**src/rtl/conway_cell_update_pipe.sv**
```systemverilog
// conway_cell_update_pipe: 3-stage registered neighbour adder tree applying the Life rule
// Ports:
//   clk, rst_n        clock (rising edge) and asynchronous active-low reset
//   clear             synchronous flush of every in-flight item
//   in_valid/in_ready input handshake carrying neighbors[7:0] and cell_in
//   out_valid/out_ready output handshake carrying count[3:0] and cell_out
//   result_count      number of completed output handshakes, wraps at 2^CNT_W
module conway_cell_update_pipe #(
    parameter logic [8:0] BIRTH_MASK   = 9'b0_0000_1000,
    parameter logic [8:0] SURVIVE_MASK = 9'b0_0000_1100,
    parameter int         CNT_W        = 16
) (
    input  logic             clk,
    input  logic             rst_n,
    input  logic             clear,
    input  logic             in_valid,
    output logic             in_ready,
    input  logic [7:0]       neighbors,
    input  logic             cell_in,
    output logic             out_valid,
    input  logic             out_ready,
    output logic [3:0]       count,
    output logic             cell_out,
    output logic [CNT_W-1:0] result_count
);
    logic v1, v2, v3;
    logic [1:0] p0, p1, p2, p3;
    logic [2:0] q0, q1;
    logic c1, c2;
    logic adv1, adv2, adv3;
    logic [3:0] sum;
    logic nxt;

    // A stage may move when it is empty or its successor is moving.
    assign adv3 = !v3 || out_ready;
    assign adv2 = !v2 || adv3;
    assign adv1 = !v1 || adv2;
    // rst_n gates ready so nothing looks acceptable while reset is held.
    assign in_ready  = rst_n && !clear && adv1;
    assign out_valid = v3;
    assign sum = {1'b0, q0} + {1'b0, q1};
    assign nxt = c2 ? SURVIVE_MASK[sum] : BIRTH_MASK[sum];

    always_ff @(posedge clk or negedge rst_n) begin
        if (!rst_n) begin
            v1 <= 1'b0;
            v2 <= 1'b0;
            v3 <= 1'b0;
            p0 <= '0;
            p1 <= '0;
            p2 <= '0;
            p3 <= '0;
            q0 <= '0;
            q1 <= '0;
            c1 <= 1'b0;
            c2 <= 1'b0;
            count <= '0;
            cell_out <= 1'b0;
            result_count <= '0;
        end else if (clear) begin
            v1 <= 1'b0;
            v2 <= 1'b0;
            v3 <= 1'b0;
        end else begin
            if (adv1) v1 <= in_valid;
            if (in_valid && adv1) begin
                p0 <= {1'b0, neighbors[0]} + {1'b0, neighbors[1]};
                p1 <= {1'b0, neighbors[2]} + {1'b0, neighbors[3]};
                p2 <= {1'b0, neighbors[4]} + {1'b0, neighbors[5]};
                p3 <= {1'b0, neighbors[6]} + {1'b0, neighbors[7]};
                c1 <= cell_in;
            end
            if (adv2) v2 <= v1;
            if (v1 && adv2) begin
                q0 <= {1'b0, p0} + {1'b0, p1};
                q1 <= {1'b0, p2} + {1'b0, p3};
                c2 <= c1;
            end
            if (adv3) v3 <= v2;
            // Output data only changes when a real item lands, so it holds across bubbles.
            if (v2 && adv3) begin
                count <= sum;
                cell_out <= nxt;
            end
            if (v3 && out_ready) result_count <= result_count + 1'b1;
        end
    end
endmodule
```
**config.mk**
```make
export PLATFORM = sky130hd
export DESIGN_NAME = conway_cell_update_pipe
export DESIGN_NICKNAME = d
export VERILOG_FILES = /design/src/rtl/conway_cell_update_pipe.sv
export SDC_FILE = /design/constraint.sdc
export NUM_CORES = 1
export LEC_CHECK = 0
export CORE_MARGIN = 1
export CORE_UTILIZATION = 51
export DETAILED_ROUTE_END_ITERATION = 8
export PLACE_DENSITY_LB_ADDON = 0.08
export SLEW_MARGIN = 20
export SYNTH_ARGS = -nofsm -noshare
export SYNTH_HDL_FRONTEND = slang
export SYNTH_SLANG_ARGS = --single-unit
```
**constraint.sdc**
```tcl
create_clock -name clk -period 1.7 [get_ports clk]
set_input_delay 0.51 -clock clk [delete_from_list [all_inputs] [get_ports clk]]
set_output_delay 0.51 -clock clk [all_outputs]
set_load 0.05 [all_outputs]
```
# After elaboration in Yosys (flattened, before gate mapping)

Memory sizes are Yosys's and may differ from the RTL's.
Cells that the tools add are included.

Bits in registers: 40
Bits in read-only memories: 32
Bits of input ports: 14
Logic and storage cells: 55
Memories: 2

Add/subtract/negate cells: 8
$lt $le $gt $ge: 1
Muxes and demuxes: 9
Bitwise operators: 1
Reductions and logical operators: 20

Memories:

| memory          | depth | bits a word | rd ports | clocked after Yosys merged registers in | wr ports | RTL line | RTL |
|---|---|---|---|---|---|---|---|
| (no name shown) | 16    | 1           | 1        | 0                                       | 0        | 42       | `assign nxt = c2 ? SURVIVE_MASK[sum] : BIRTH_MASK[sum];` |
| (no name shown) | 16    | 1           | 1        | 0                                       | 0        | 42       |  |

Operators by type and width:

| cell                                                                 | count |
|---|---|
| 16-bit by 1-bit adder with 16-bit output, second input constant      | 1 |
| 1-bit two-way mux                                                    | 9 |
| 1-bit by 1-bit adder with 2-bit output                               | 4 |
| 2-bit AND reduction                                                  | 4 |
| 2-bit by 2-bit adder with 3-bit output                               | 2 |
| 1-bit logical AND                                                    | 6 |
| 2-bit nonzero test                                                   | 3 |
| 4-bit by 5-bit < comparator with 1-bit output, second input constant | 1 |
| 3-bit by 3-bit adder with 4-bit output                               | 1 |
| 1-bit zero test                                                      | 4 |
| 1-bit logical OR                                                     | 3 |
| 1-bit inverter                                                       | 1 |

# Logic depth before layout (Yosys ltp)

Gate-level depths: netlist of run 1.

Depth after elaboration: 6
Gate-level depth with buffers: 6
Depth with buffers taken out: 6

# Worst setup path after synthesis of run 1

Ideal clock, no wire load.

Path kind: reg2out
Start: reg v3 (netlist: out_valid)
End: out in_ready
Arrival: 1,538 ps
Data required time: 1,190 ps
Path slack: -348 ps
Cell stages (with the launch flop): 4
Buffers on the path: 0
Path through: dfrtp_1 nor2b_1 a31oi_1 and2_1

Cells in the longest elaborated chain, start to end: 5

Ends and longest elaborated chain:

| what                   | RTL line | RTL |
|---|---|---|
| start, declared        | 26       | `logic v1, v2, v3;` |
| start signal, assigned | 79       | `if (adv3) v3 <= v2;` |
| 1-bit zero test        | 35       | `assign adv3 = !v3 \|\| out_ready;` |
| 1-bit logical OR       | 35       |  |
| 1-bit logical OR       | 36       | `assign adv2 = !v2 \|\| adv3;` |
| 1-bit logical OR       | 37       | `assign adv1 = !v1 \|\| adv2;` |
| 1-bit logical AND      | 39       | `assign in_ready = rst_n && !clear && adv1;` |
| end, declared          | 17       | `output logic in_ready,` |

No other way between the ends.

# Worst setup path in the final report of run 1

Ends and elaborated chain as after synthesis.

==> results of run 1 <==
-- state kept, by name, summed over array words and instances, names as in the netlist, 2 cells and up --
register      count
p1                2
p2                2
p0                2
result_count     16
p3                2
q0                3
count             4
q1                3
-- cell type report --
class | instances | area share
clock inverter | 2 | 0.00360
timing repair buffer | 53 | 0.259
multi-input combinational | 99 | 0.309
sequential | 40 | 0.363
clock buffer | 6 | 0.0297
inverter | 11 | 0.0149
tap | 46 | 0.0207
-- stage by stage --
step | setup TNS [ns] | setup WS, ns | util | hold slack (ns)
after floorplan | 0 | 0.0209 | - | 0.214
after global placement | -13.16 | -0.489 | 0.765 | 0.479
after detailed placement | -14.84 | -0.555 | 0.765 | 0.485
after global routing | -0.196 | -0.151 | 0.807 | 0.364
after CTS | -0.109 | -0.109 | 0.801 | 0.343
final | -0.130 | -0.111 | 0.807 | 0.326
-- kinds of logic (layout without fill, tap and decap cells) --
| group | after synthesis | count (layout) | synth area share |
|---|---|---|---|
| compound gates | 13 | 13 | 0.0420 |
| xor+xnor | 16 | 16 | 0.0746 |
| fa+ha+maj | 14 | 14 | 0.105 |
| buf+inv | 13 | 72 | 0.0273 |
| flops | 40 | 40 | 0.533 |
| mux | 15 | 15 | 0.0899 |
| simple gates | 41 | 41 | 0.128 |
-- cell usage after synthesis --
library cell   n
a211o_2        1
mux2_2        15
or4_4          1
nor2b_1        1
nor3_2         1
o21ai_0        6
nor2_1         8
nor3_1         1
inv_1         11
dfrtp_1       40
and4_1         1
nand4b_4       1
xor2_1         4
a31oi_1        2
nand4b_1       1
fa_1           3
or3b_1         1
nand2_1       13
nand4_1        2
buf_2          2
nor4_2         1
a22o_1         1
and3_1         2
and2_1         1
xnor2_1       12
nand3_1        3
nand3b_1       1
ha_1          11
a21oi_1        2
nand2_2        1
nor4_1         1
a21o_1         1
-- final timing paths --
kind	slack, ns	end	cells past startpoint
min in group clk	0.50	q1[2]	2
min	0.33	cell_out	2
max reg2reg	0.06	cell_out	6
min reg2reg	0.50	q1[2]	2
max	-0.11	in_ready	4
max in group asynchronous	1.00	result_count[1]	2
-- repair_timing --
action,4_1_cts,5_1_grt
gates resized for setup,9,3
pin swaps,1,2
endpoints found under the setup margin,30,2
setup buffers,3,1
hold buffers,0,0
-- worst reg2reg max path, stage by stage (launching register included) --
cell,delay (ns)
dfrtp_1,0.40
ha_1,0.16
inv_1,0.05
fa_1,0.40
xnor2_1,0.17
nor4_2,0.25
a22o_1,0.17
-- power breakdown --
group / switching [mW] / internal [mW]
Sequential: 0.169 / 1.12
Clock: 0.323 / 0.324
Combinational: 0.568 / 0.566
-- layer usage --
metal,wire length (µm),vias up
li1,-,637
met1,1620,648
met2,1960,37
met3,151,11
met4,107,0
met5,0,-
==> impl_metrics.ini, run 1 <==
[run_status]
status = finished, violations left
violations = negative setup slack

[yosys]
synth_area_um2 = 1880
yosys.area.top_type_share = 0.533
synth_seq_cells = 40
avgSynthCellArea_um2 = 12.4
syn_inst = 152
synth.distinct_cells = 32
synth_fp_nets = 180
ys_warn_count = 0
yosysTopAreaCell = dfrtp_1
seq_area_frac_synth = 0.533
synthTopCellsByArea = dfrtp_1 53%, mux2_2 9.0%, ha_1 7.3%

[critical_path]
worst-path-buf-inv = 1
cp_data_arrival_time_ns = 1.30
critical_path.top_delay_family = flip-flops
crit_path_max_fanout = 2
critical_path.max_stage_delay_ns = 0.41
startpoint = out_valid
start_kind = flop
path_cells = nor2b_4 -> a31oi_4 -> and2_4 -> buf_12
end_kind = primary output
cp_data_required_time_ns = 1.19
cp_slowest_cell = dfrtp_2
worstReg2RegStart = q0[0]
path_class = flop to primary output

[min_path]
min_path_type = input pin to async pin

[die]
design.core.area_um2 = 3440
die_h_um = 62.7
die_w_um = 62.7
initial_core_util = 0.546
io_pins = 37
rows = 21
die-area_um2 = 3930

[detailed_routing]
vias = 1333
viasPerCell = 5.19
wl_per_cell_um = 14.9
dr.pass1.iters = 4
drt_wl_total_um = 3840
ant_nets = 0
drc = 0
drt_iter0_markers = 44

[clock_network]
insertion_delay_ns = 0.29
cts.sinks = 40
clk_pin_slew_ns = 0.08
clock_path_buffers = 2
cts_tree = built
cts_max_level = 2
cts_buffers = 5
root_buffer = clkbuf_8

[placement]
placed_cell_area_um2 = 2630
port_buffers = 36
placed_cells = 245
place_hpwl_um = 2910
place.gp.congestion = 0.761

[flow_run]
drv_cap = 0

[power]
p_leak_nw = 1.30
vdd_drop_max_mv = 0.861
p_total_mw = 3.07
power.density_nw_per_um2 = 1110

[sta]
finalCritPeriodShare = 1.07
clock_skew_ns = 0.00598
slew_headroom = 0.680
slew_violations = 0
hold_viol_final = 0
finalCriticalPeriod_ns = 1.81
rsz0062_at_grt = true
fmax_mhz = 552
setup_ws_ns = -0.111
setup_viol = 2
worst_pin_slew_ns = 0.480

[cells_and_area]
layout_common_cells = 34 x dfrtp_1, 23 x buf_12, 15 x mux2_2
final_cells = 257
regArea_um2 = 1010
final_common_cell = dfrtp_1
layout.nets = 238
drive_gt1_frac = 0.389
diodes = 0
multi_input_area_um2 = 860
design_area_um2 = 2780
fillers = 191
areaGrowthSynthToFinish_pct = 48.0

[global_route]
overflow = 0
grt_pass1_wl_um = 6600
grtUsageMet1 = 0.274
antenna_found_initial = 0
met3_usage = 0.0657
grt_max_degree = 41
grt_pass1_vias = 1375
grt_busiest_layer = met2
track_usage = 0.225
grt_util_met2 = 0.374
No activity file was read; power rests on OpenSTA's default activity.
==> run 2, diff against run 1 <==
CORE_MARGIN = unset   (was 1)
==> results of run 2 <==
The final DEF is identical to that of run 1; final timing and power are the same.
==> run 3, diff against run 2 <==
CTS_CLUSTER_SIZE = 12   (was unset)
==> results of run 3 <==
The final DEF is identical to that of run 1; final timing and power are the same.
